$ cat src/rtl/sbox_column_feeder_if.sv
// Handshake and BRAM bus bundle for sbox_column_feeder.
// The slave modport is the feeder's view; master is the AES datapath, consumer and BRAM side.
interface sbox_column_feeder_if #(
  parameter int unsigned NBYTES = 4,
  parameter int unsigned SEL_W  = 2
);
  logic                      in_valid;
  logic                      in_ready;
  logic [8*NBYTES-1:0]       in_data;
  logic [SEL_W*NBYTES-1:0]   in_sel;
  logic                      out_valid;
  logic                      out_ready;
  logic [8*NBYTES-1:0]       out_data;
  logic                      bram_en;
  logic [SEL_W+7:0]          bram_addra;
  logic [SEL_W+7:0]          bram_addrb;
  logic [7:0]                bram_doa;
  logic [7:0]                bram_dob;
  logic                      busy;

  modport slave (
    input  in_valid, in_data, in_sel, out_ready, bram_doa, bram_dob,
    output in_ready, out_valid, out_data, bram_en, bram_addra, bram_addrb, busy
  );

  modport master (
    output in_valid, in_data, in_sel, out_ready, bram_doa, bram_dob,
    input  in_ready, out_valid, out_data, bram_en, bram_addra, bram_addrb, busy
  );
endinterface

$ cat src/rtl/sbox_column_feeder.sv
// Feeds one masked 32-bit column through a dual-port two-cycle S-box BRAM.
// Optional macro SBOX_FEED_ZEROIZE_EN clears addresses, input latch and output after use.
module sbox_column_feeder #(
    parameter int unsigned NBYTES = 4,
    parameter int unsigned SEL_W  = 2
) (
    input logic                   clk_i,
    input logic                   rst_ni,
    sbox_column_feeder_if.slave   feed_if
);

    localparam int unsigned DW = 8 * NBYTES;
    localparam int unsigned SW = SEL_W * NBYTES;
    localparam int unsigned AW = SEL_W + 8;

    typedef enum logic [2:0] {
        IDLE, ISS0, ISS1, CAP0, CAP1, HOLD
    } state_e;

    state_e          state_q, state_d;
    logic [DW-1:0]   data_q, data_d;
    logic [SW-1:0]   sel_q, sel_d;
    logic [AW-1:0]   addra_q, addra_d;
    logic [AW-1:0]   addrb_q, addrb_d;
    logic [DW-1:0]   out_q, out_d;
    logic            in_ready_q, out_valid_q, en_q, busy_q;

    always_comb begin
        state_d = state_q;
        data_d  = data_q;
        sel_d   = sel_q;
        out_d   = out_q;
        unique case (state_q)
            IDLE: begin
                if (feed_if.in_valid && in_ready_q) begin
                    state_d = ISS0;
                    data_d  = feed_if.in_data;
                    sel_d   = feed_if.in_sel;
                end
            end
            ISS0: state_d = ISS1;
            ISS1: state_d = CAP0;
            CAP0: begin
                state_d     = CAP1;
                out_d[7:0]  = feed_if.bram_doa;
                out_d[15:8] = feed_if.bram_dob;
`ifdef SBOX_FEED_ZEROIZE_EN
                data_d = '0;
                sel_d  = '0;
`endif
            end
            CAP1: begin
                state_d      = HOLD;
                out_d[23:16] = feed_if.bram_doa;
                out_d[31:24] = feed_if.bram_dob;
            end
            HOLD: begin
                if (feed_if.out_ready) begin
                    state_d = IDLE;
`ifdef SBOX_FEED_ZEROIZE_EN
                    out_d = '0;
`endif
                end
            end
            default: state_d = IDLE;
        endcase
    end

    // Addresses are registered, so they are loaded for the state being entered;
    // ISS0 is only entered from the accept edge, hence the direct use of the inputs.
    always_comb begin
`ifdef SBOX_FEED_ZEROIZE_EN
        addra_d = '0;
        addrb_d = '0;
`else
        addra_d = addra_q;
        addrb_d = addrb_q;
`endif
        if (state_d == ISS0) begin
            addra_d = {feed_if.in_sel[1:0], feed_if.in_data[7:0]};
            addrb_d = {feed_if.in_sel[3:2], feed_if.in_data[15:8]};
        end else if (state_d == ISS1) begin
            addra_d = {sel_q[5:4], data_q[23:16]};
            addrb_d = {sel_q[7:6], data_q[31:24]};
        end
    end

    always_ff @(posedge clk_i or negedge rst_ni) begin
        if (!rst_ni) begin
            state_q     <= IDLE;
            data_q      <= '0;
            sel_q       <= '0;
            addra_q     <= '0;
            addrb_q     <= '0;
            out_q       <= '0;
            in_ready_q  <= 1'b1;
            out_valid_q <= 1'b0;
            en_q        <= 1'b0;
            busy_q      <= 1'b0;
        end else begin
            state_q     <= state_d;
            data_q      <= data_d;
            sel_q       <= sel_d;
            addra_q     <= addra_d;
            addrb_q     <= addrb_d;
            out_q       <= out_d;
            in_ready_q  <= (state_d == IDLE);
            out_valid_q <= (state_d == HOLD);
            en_q        <= (state_d == ISS0) || (state_d == ISS1) ||
                           (state_d == CAP0) || (state_d == CAP1);
            busy_q      <= (state_d != IDLE);
        end
    end

    assign feed_if.in_ready   = in_ready_q;
    assign feed_if.out_valid  = out_valid_q;
    assign feed_if.out_data   = out_q;
    assign feed_if.bram_en    = en_q;
    assign feed_if.bram_addra = addra_q;
    assign feed_if.bram_addrb = addrb_q;
    assign feed_if.busy       = busy_q;

endmodule

$ cat src/flat_wrapper.sv
// flat-port wrapper written by rule: the top's interface ports become plain ports
module sbox_column_feeder_flat 
#(
    parameter int unsigned NBYTES = 4,
    parameter int unsigned SEL_W  = 2
)
  (clk_i, rst_ni, feed_if_in_valid, feed_if_in_data, feed_if_in_sel, feed_if_out_ready, feed_if_bram_doa, feed_if_bram_dob, feed_if_in_ready, feed_if_out_valid, feed_if_out_data, feed_if_bram_en, feed_if_bram_addra, feed_if_bram_addrb, feed_if_busy);
  sbox_column_feeder_if #(.NBYTES(NBYTES), .SEL_W(SEL_W)) feed_if_i ();
  input logic clk_i;
  input logic rst_ni;
  input wire logic [$bits(feed_if_i.in_valid)-1:0] feed_if_in_valid;
  input wire logic [$bits(feed_if_i.in_data)-1:0] feed_if_in_data;
  input wire logic [$bits(feed_if_i.in_sel)-1:0] feed_if_in_sel;
  input wire logic [$bits(feed_if_i.out_ready)-1:0] feed_if_out_ready;
  input wire logic [$bits(feed_if_i.bram_doa)-1:0] feed_if_bram_doa;
  input wire logic [$bits(feed_if_i.bram_dob)-1:0] feed_if_bram_dob;
  output wire logic [$bits(feed_if_i.in_ready)-1:0] feed_if_in_ready;
  output wire logic [$bits(feed_if_i.out_valid)-1:0] feed_if_out_valid;
  output wire logic [$bits(feed_if_i.out_data)-1:0] feed_if_out_data;
  output wire logic [$bits(feed_if_i.bram_en)-1:0] feed_if_bram_en;
  output wire logic [$bits(feed_if_i.bram_addra)-1:0] feed_if_bram_addra;
  output wire logic [$bits(feed_if_i.bram_addrb)-1:0] feed_if_bram_addrb;
  output wire logic [$bits(feed_if_i.busy)-1:0] feed_if_busy;
  assign feed_if_i.in_valid = feed_if_in_valid;
  assign feed_if_i.in_data = feed_if_in_data;
  assign feed_if_i.in_sel = feed_if_in_sel;
  assign feed_if_i.out_ready = feed_if_out_ready;
  assign feed_if_i.bram_doa = feed_if_bram_doa;
  assign feed_if_i.bram_dob = feed_if_bram_dob;
  assign feed_if_in_ready = feed_if_i.in_ready;
  assign feed_if_out_valid = feed_if_i.out_valid;
  assign feed_if_out_data = feed_if_i.out_data;
  assign feed_if_bram_en = feed_if_i.bram_en;
  assign feed_if_bram_addra = feed_if_i.bram_addra;
  assign feed_if_bram_addrb = feed_if_i.bram_addrb;
  assign feed_if_busy = feed_if_i.busy;
  sbox_column_feeder #(.NBYTES(NBYTES), .SEL_W(SEL_W)) u_core (.clk_i(clk_i), .rst_ni(rst_ni), .feed_if(feed_if_i));
endmodule
$ cat config.mk
export PLATFORM = sky130hd
export DESIGN_NAME = sbox_column_feeder_flat
export DESIGN_NICKNAME = d
export VERILOG_FILES = /design/src/rtl/sbox_column_feeder_if.sv /design/src/rtl/sbox_column_feeder.sv /design/src/flat_wrapper.sv
export SDC_FILE = /design/constraint.sdc
export NUM_CORES = 1
export LEC_CHECK = 0
export ABC_AREA = 1
export ABC_CLOCK_PERIOD_IN_PS = 4500
export BUFFER_PORTS_ARGS = -buffer_cell sky130_fd_sc_hd__buf_2
export CAP_MARGIN = 30
export CORE_UTILIZATION = 54
export CTS_CLUSTER_DIAMETER = 200
export CTS_CLUSTER_SIZE = 16
export DETAILED_ROUTE_END_ITERATION = 10
export PLACE_DENSITY = 0.87
export SYNTH_ARGS = -nofsm -noshare
export SYNTH_HDL_FRONTEND = slang
export SYNTH_SLANG_ARGS = --single-unit
$ cat constraint.sdc
create_clock -name clk_i -period 4.5 [get_ports clk_i]
set_clock_uncertainty 0.15 [all_clocks]
set_input_delay 0.225 -clock clk_i [delete_from_list [all_inputs] [get_ports clk_i]]
set_output_delay 0.225 -clock clk_i [all_outputs]
set_load 0.05 [all_outputs]
Yosys cells after proc, flatten, opt, wreduce, memory -nomap -nowiden
Index checks and enable logic that the tools add are counted.
Cells by class
  $add $sub $neg: 0
  div/mod/pow operators: 0
  bitwise operators: 0
  multiply operators: 0
  reduce and logical (&&, ||, !) cells: 9
  equal/unequal tests: 10
  order comparisons: 0
  muxes and demuxes: 7
  shifts and indexed selects: 0
Operators by type and width (count)
  $mux W10: 4
  $pmux W3 S6: 1
  $eq A3 B2 Y1 const B: 4
  $eq A3 B3 Y1 const B: 4
  $eq A3 B1 Y1 const B: 2
  $logic_not A3 Y1: 2
  $mux W3: 2
  $logic_or A1 B1 Y1: 3
  $reduce_bool A3 Y1: 1
  $reduce_and A2 Y1: 1
  $reduce_bool A2 Y1: 1
  $logic_and A1 B1 Y1: 1
Word-level totals
  register bits after elaboration: 99
  bits in latches: 0
  ROM bits: 0
  memory bits (writable): 0
  memories kept: 0
  word-level logic and storage cells: 37

Logic depth before layout (Yosys ltp)
Gate-level depths: netlist of the first run.
  depth after elaboration: 7
  gate-level depth with buffers: 7

Worst setup path after synthesis of the first run
OpenSTA, ideal clock, no wires.
  path kind: register -> register
  from: register u_core.in_ready_q (netlist: u_core.feed_if.in_ready)
  to: register u_core.addra_q[0] (netlist: u_core.feed_if.bram_addra[0])
  slack: 2.755 ns
  library setup time: 0.117 ns
  clock period less this slack: 1.745 ns
  data arrival time: 1.478 ns
  cell stages (with the launch flop): 7
  cells stage by stage: dfstp_2 nand2_1 inv_1 clkbuf_1 nand4_1 nand2_1 nor2_1
On the way
  cells in the longest elaborated chain, start to end: 5
  elaborated cells between the ends (all ways): 7
  those cells by class: eq/ne (2); mux (3); reduce/logical (2)
Ends and longest elaborated chain
  start: declaration: line sbox_column_feeder.sv:26  | logic in_ready_q, out_valid_q, en_q, busy_q;
  start signal: assignment: line sbox_column_feeder.sv:107  | in_ready_q <= (state_d == IDLE);
  $logic_and A1 B1 Y1 (*): line sbox_column_feeder.sv:35  | if (feed_if.in_valid && in_ready_q) begin
  $mux W3 (*): line sbox_column_feeder.sv:35
  $pmux W3 S6 (*): line sbox_column_feeder.sv:33  | unique case (state_q)
  $eq A3 B1 Y1 / $eq A3 B2 Y1 (equally long branches): line sbox_column_feeder.sv:79, sbox_column_feeder.sv:82
  $mux W10 / $reduce_bool A2 Y1 (equally long branches)
  end signal: assignment: line sbox_column_feeder.sv:104  | addra_q <= addra_d;
  end: declaration: line sbox_column_feeder.sv:23  | logic [AW-1:0] addra_q, addra_d;
Every way passes the cells marked *; elsewhere a longest branch is shown, timed or not.
A chain may end at the register's enable or synchronous reset.

Worst setup path in the final report of the first run
  from: register u_core.state_q[0]
  to: register u_core.out_q[19] (netlist: u_core.feed_if.out_data[19])
On the way
  cells in the longest elaborated chain, start to end: 1
Ends and longest elaborated chain
  start: declaration: line sbox_column_feeder.sv:20  | state_e state_q, state_d;
  start signal: assignment: line sbox_column_feeder.sv:101  | state_q <= state_d;
  $eq A3 B3 Y1: line sbox_column_feeder.sv:33
  end signal: assignment: line sbox_column_feeder.sv:106  | out_q <= out_d;
  end: declaration: line sbox_column_feeder.sv:25  | logic [DW-1:0] out_q, out_d;
No other way between the ends.

==> flow_metrics.env, run 1 <==
export IMPL_layout_cells_non_filler=618
export IMPL_layout_drive_gt1_share_pct=27.6
export IMPL_wire_per_inst_um=13.1
export IMPL_port_buffers=115
export IMPL_hold_path_class="in -> reg"
export IMPL_cts_buffers=9
export IMPL_cpPeakStageDelay_ns=0.64
export IMPL_cts_root_buf="clkbuf_8"
export IMPL_crit_top_cell="nand2_1"
export IMPL_antenna_found_initial=0
export IMPL_cts_max_level=3
export IMPL_synth_area_um2=3370
export IMPL_wl_um=8110
export IMPL_die_h_um=81.0
export IMPL_vias=3080
export IMPL_die_x_um=81.0
export IMPL_p_leak_nw=2.50
export IMPL_cap_viol_max_count=0
export IMPL_clk_pin_slew_ns=0.08
export IMPL_grt_usage_pct=26.5
export IMPL_outcome="finished, final reports clean"
export IMPL_grt_ovfl_total=0
export IMPL_start_kind="flip-flop"
export IMPL_synth_cell_types=19
export IMPL_fin_setup_tns_ns=0
export IMPL_drt_pass1_iter_count=4
export IMPL_finalSetupViolations=0
export IMPL_worst_endpoint_arrival_ns=2.26
export IMPL_finalHoldViolCount=0
export IMPL_maxSlewViolCount=0
export IMPL_grt_pass1_wl_um=12800
export IMPL_die_area_um2=6570
export IMPL_diodes=0
export IMPL_yosysSeqAreaShare_pct=58.6
export IMPL_drtIter0Drc=178
export IMPL_synth_nets=449
export IMPL_preCtsSetupSlack_ns=2.21
export IMPL_viasPerCell=4.98
export IMPL_critPathCaptureType="flip-flop"
export IMPL_post_route_min_period_ns=2.25
export IMPL_pwr_density_cell_nw_per_um2=826
export IMPL_grt_max_degree=80
export IMPL_finalInstanceArea_um2=4600
export IMPL_yosysTopAreaCellShare_pct=57.9
export IMPL_min_path_cells=5
export IMPL_synth_area_leaders="dfrtp_1 58%, nand2_1 12%, o21ai_0 7.4%"
export IMPL_max_freq_mhz=445
export IMPL_yosysWarnings=0
export IMPL_gp_congestion=0.792
export IMPL_hold_ws_ns=0.0218
export IMPL_worst_slew_pin_slew_ns=0.902
export IMPL_cts_buffer_depth=2
export IMPL_ys_seq_elements=79
export IMPL_worstPathMaxFanout=32
export IMPL_nets=598
export IMPL_crit_required_ns=4.51
export IMPL_num_io_pins=116
export IMPL_worst_slack_ns=2.25
export IMPL_fin_util_pct=77.2
export IMPL_rows=28
export IMPL_numClockSinks=79
export IMPL_slowest_stage="nand2_1"
export IMPL_cts_resized=0
export IMPL_grt_pass1_vias=2872
export IMPL_fin_crit_sh_pct=49.9
export IMPL_reg2reg_depth=4
export IMPL_drc=0
export IMPL_placed_cells=561
export IMPL_initial_core_util_pct=56.6
export IMPL_syn_inst=389
export IMPL_synth_area_leader_cell="dfrtp_1"
export IMPL_area_delta_synth_final_pct=36.2
export IMPL_tritoncts="yes"
export IMPL_rsz0062_at_grt="false"
export IMPL_total_power_mw=3.80
export IMPL_clkLatencyLatePin_ns=0.35
export IMPL_max_slew_margin_pct=39.7
export IMPL_core_area_um2=5960
export IMPL_crit_type="reg -> reg"
export IMPL_dpl_cell_area_um2=3950
export IMPL_synth_area_per_cell_um2=8.67
export IMPL_cp_cell_sequence="nor2_4 -> nand2_1 -> nand2_1 -> o21ai_0"
export IMPL_ir_drop_mv=0.641
export IMPL_fill_cells=423
export IMPL_dp_hpwl_um=4940
export IMPL_drtAntennaViolNets=0
-- sequential cells by signal, summed over array words and instances (netlist names), 3 cells and up --
register	flops
u_core.sel_q	4
u_core.feed_if.out_data	32
u_core.feed_if.bram_addrb	10
u_core.data_q	16
u_core.state_q	3
u_core.feed_if.bram_addra	10
-- layout make-up --
class	count	area [µm²]	share of cell area, %
sequential	79	1980	43.0
multi-input combinational	226	1050	22.8
timing repair buffer	156	1020	22.1
inverter	66	248	5.39
clock buffer	10	128	2.78
tap	75	93.8	2.04
clock inverter	6	85.1	1.85
-- worst paths after layout --
path                                              from                            to  slack, ns
setup / recovery                     u_core.state_q[0]   u_core.feed_if.out_data[19]       2.25
hold / removal                      feed_if_in_data[1]  u_core.feed_if.bram_addra[1]       0.02
setup reg to reg                     u_core.state_q[0]   u_core.feed_if.out_data[19]       2.25
hold reg to reg            u_core.feed_if.out_data[26]   u_core.feed_if.out_data[26]       0.33
max in group asynchronous                       rst_ni       u_core.feed_if.in_ready       3.56
min in group asynchronous                       rst_ni             u_core.data_q[29]       0.07
-- cells in the mapped netlist --
| library cell | instances |
|---|---|
| nand4_1 | 13 |
| buf_4 | 1 |
| nor2_4 | 2 |
| nand3_1 | 11 |
| o21ai_2 | 10 |
| dfrtp_1 | 78 |
| inv_2 | 2 |
| o21ai_0 | 50 |
| nand2_1 | 107 |
| nand3_4 | 1 |
| nor2_1 | 29 |
| clkbuf_1 | 4 |
| dfstp_2 | 1 |
| nand3_2 | 1 |
| buf_6 | 2 |
| inv_1 | 64 |
| buf_2 | 11 |
| a31oi_1 | 1 |
| nand2_2 | 1 |
-- cells in the final DEF (no fill, tap or decap), drive strengths merged --
cell type and n:
nand3 13, bufinv 2, o21ai 60, nor2 31, a31oi 1, clkbuf 10
dfstp 1, nand2 108, clkinv 2, dlygate4sd3 39, buf 117, clkinvlp 2
dfrtp 78, inv 66, nand4 13
-- critical path, delay by kind of cell (launching register included) --
kind | cells | cell delay [ns]
and+or+nand+nor | 3 | 1.29
DFF | 1 | 0.45
AOI/OAI and AO/OA | 1 | 0.17
-- report_power, final --
part	switching, mW	internal [mW]	leakage, nW	total [mW]
clock	0.257	0.311	0.102	0.568
sequential	0.173	1.07	0.946	1.24
combinational	1.51	0.472	1.46	1.99
total	1.95	1.85	2.50	3.80
-- cells by family (layout without fill, tap and decap cells) --
logic type      Yosys count  count (layout)  synth area share [%]
compound gates           61              61                  10.2
buf+inv                  84             238                  10.3
flops                    79              79                  58.6
simple gates            165             165                  20.8
-- layer usage --
metal / track usage (%) / wire [µm] / vias up
li1: - / - / 1493
met1: 32.2 / 3460 / 1438
met2: 44.3 / 3920 / 139
met3: 6.74 / 596 / 10
met4: 12.0 / 133 / 0
met5: 0 / 0 / -
-- what timing repair did --
action,in CTS,in global routing
setup buffers,0,0
hold buffers,39,0
hold endpoints to repair,129,0
endpoints found under the setup margin,0,0
Power figures use the tool's default switching activity.
==> run 2, diff against run 1 <==
- ABC_CLOCK_PERIOD_IN_PS: 4500 -> 2000
- CORE_UTILIZATION: 54 -> 45
- PLACE_DENSITY: 0.87 -> 0.78
- clock period: 4.5 -> 2 ns (I/O delays scaled with it)
==> flow_metrics.env, run 2 (synthesis gave the netlist of run 1 again) <==
export IMPL_outcome="finished, final reports clean"
export IMPL_grt_ovfl_total=0
export IMPL_final_common_cell="buf_2"
export IMPL_drc=0
export IMPL_max_slew_margin_pct=44.9
export IMPL_rsz0062_at_grt="false"
export IMPL_start_kind="flip-flop"
export IMPL_crit_buf_inv=1
export IMPL_worstPathMaxFanout=32
export IMPL_p_leak_nw=2.61
export IMPL_hold_path_class="in -> reg"
export IMPL_initial_core_util_pct=46.5
export IMPL_drtAntennaViolNets=0
export IMPL_crit_top_cell="nand2_1"
export IMPL_ir_drop_mv=1.30
export IMPL_maxSlewViolCount=0
export IMPL_area_delta_synth_final_pct=43.7
export IMPL_diodes=0
export IMPL_post_route_min_period_ns=1.81
export IMPL_vias=3111
export IMPL_nets=621
export IMPL_gp_congestion=0.835
export IMPL_antenna_found_initial=0
export IMPL_drtIter0Drc=141
export IMPL_cts_buffers=9
export IMPL_path_depth=5
export IMPL_crit_type="reg -> reg"
export IMPL_grt_pass1_wl_um=13900
export IMPL_dp_hpwl_um=5310
export IMPL_clkLatencyLatePin_ns=0.34
export IMPL_viasPerCell=4.68
export IMPL_cts_root_buf="clkbuf_8"
export IMPL_rr_endpoint="u_core.feed_if.out_data[13]"
export IMPL_fin_setup_tns_ns=0
export IMPL_wire_per_inst_um=13.2
export IMPL_grt_pass1_vias=3016
export IMPL_num_io_pins=116
export IMPL_clk_pin_slew_ns=0.08
export IMPL_reg2reg_depth=5
export IMPL_multi_input_area_um2=1060
export IMPL_final_cell_mix="114 x buf_2, 106 x nand2_1, 78 x dfrtp_1"
export IMPL_drt_pass1_iter_count=5
export IMPL_cts_buffer_depth=2
export IMPL_critPathCaptureType="flip-flop"
export IMPL_regArea_um2=1980
export IMPL_r2r_slack_ns=0.19
export IMPL_regToRegStartpoint="u_core.state_q[0]"
export IMPL_die_h_um=88.6
export IMPL_cp_endpoint="u_core.feed_if.out_data[13]"
export IMPL_worst_endpoint_arrival_ns=1.90
export IMPL_die_x_um=88.6
export IMPL_cts_max_level=3
export IMPL_grt_usage_pct=23.7
export IMPL_fin_crit_sh_pct=90.3
export IMPL_wl_um=8760
export IMPL_cpPeakStageDelay_ns=0.61
export IMPL_max_freq_mhz=554
export IMPL_slowest_stage="inv_1"
export IMPL_pwr_density_cell_nw_per_um2=1790
export IMPL_finalHoldViolCount=0
export IMPL_layout_drive_gt1_share_pct=27.2
export IMPL_grt_max_degree=44
export IMPL_numClockSinks=79
export IMPL_core_area_um2=7250
export IMPL_total_power_mw=8.66
export IMPL_cp_cell_sequence="nand2_1 -> nor2_1 -> inv_1 -> nand2_1 -> o21ai_0"
export IMPL_tritoncts="yes"
export IMPL_crit_start="u_core.state_q[0]"
export IMPL_crit_required_ns=2.09
export IMPL_fill_cells=561
export IMPL_crit_family="buffers and inverters"
export IMPL_die_area_um2=7850
export IMPL_cap_viol_max_count=0
export IMPL_port_buffers=115
export IMPL_rows=31
export IMPL_worst_slew_pin_slew_ns=0.825
export IMPL_finalSetupViolations=0
export IMPL_largest_reg_flops=32
## run 2: cell types whose count changed in the layout (fill, tap and decap cells not counted), sizes merged
| cell | change |
|---|---|
| dlygate4sd3 | +19 |
| clkinvlp | -2 |
| clkbuf | +3 |
| clkinv | -1 |
| buf | +4 |
## run 2: report_power, final
group,leakage [nW],internal [mW],switching (mW)
clock,0.114,0.771,0.548
combinational,1.55,1.11,3.42
sequential,0.946,2.40,0.404
## run 2: how the worst min path moves through the flow
stage,depth (start not counted),start,to,slack [ns]
floorplan,0,rst_ni,u_core.data_q[16],-0.35
global placement,1,rst_ni,u_core.data_q[30],-0.03
detailed placement,1,rst_ni,u_core.data_q[30],-0.02
CTS,3,feed_if_in_valid,u_core.feed_if.bram_en,0.03
global route,3,feed_if_in_valid,u_core.feed_if.bram_en,0.03
finish,3,feed_if_in_valid,u_core.feed_if.bram_en,0.04
## run 2: repair_timing
item / in CTS / in global routing
hold endpoints to repair: 115 / 0
buffers inserted: 0 / 0
endpoints found under the setup margin: 0 / 12
resized for setup: 0 / 2
hold buffers: 58 / 0
## run 2: area by class of cell
cell class | instances | share of cell area [%]
Sequential cell | 79 | 40.8
Timing Repair Buffer | 179 | 25.1
Multi-Input combinational cell | 226 | 21.8
Inverter | 66 | 5.11
Clock buffer | 13 | 3.28
Tap cell | 99 | 2.56
Clock inverter | 3 | 1.34
## run 2: stage by stage
step	utilization, %	cell area [µm²]	hold WS, ns	instances	setup WS (ns)
finish	66.8	4850	0.0358	665	0.194
global route	66.8	4850	0.0306	665	0.0441
CTS	66.7	4840	0.0264	665	0.0121
detailed placement	55.6	4030	-0.0221	591	0.0309
global placement	55.6	4030	-0.0312	591	0.134
floorplan	-	3370	-0.346	389	0.255
## run 2: per-layer routing
layer  routed length [µm]  global-route usage (%)  up-vias
li1                     -                       -     1540
met1                 3710                    29.7     1415
met2                 4250                    39.0      142
met3                  673                    6.16       14
met4                  130                    9.97        0
met5                    0                       0        -
## run 2: worst reg2reg max path: cells and delay by family (launching register included)
family	cells	cell delay, ns
compound gates	1	0.14
simple gates	3	0.32
buf+inv	1	0.61
flops	1	0.47
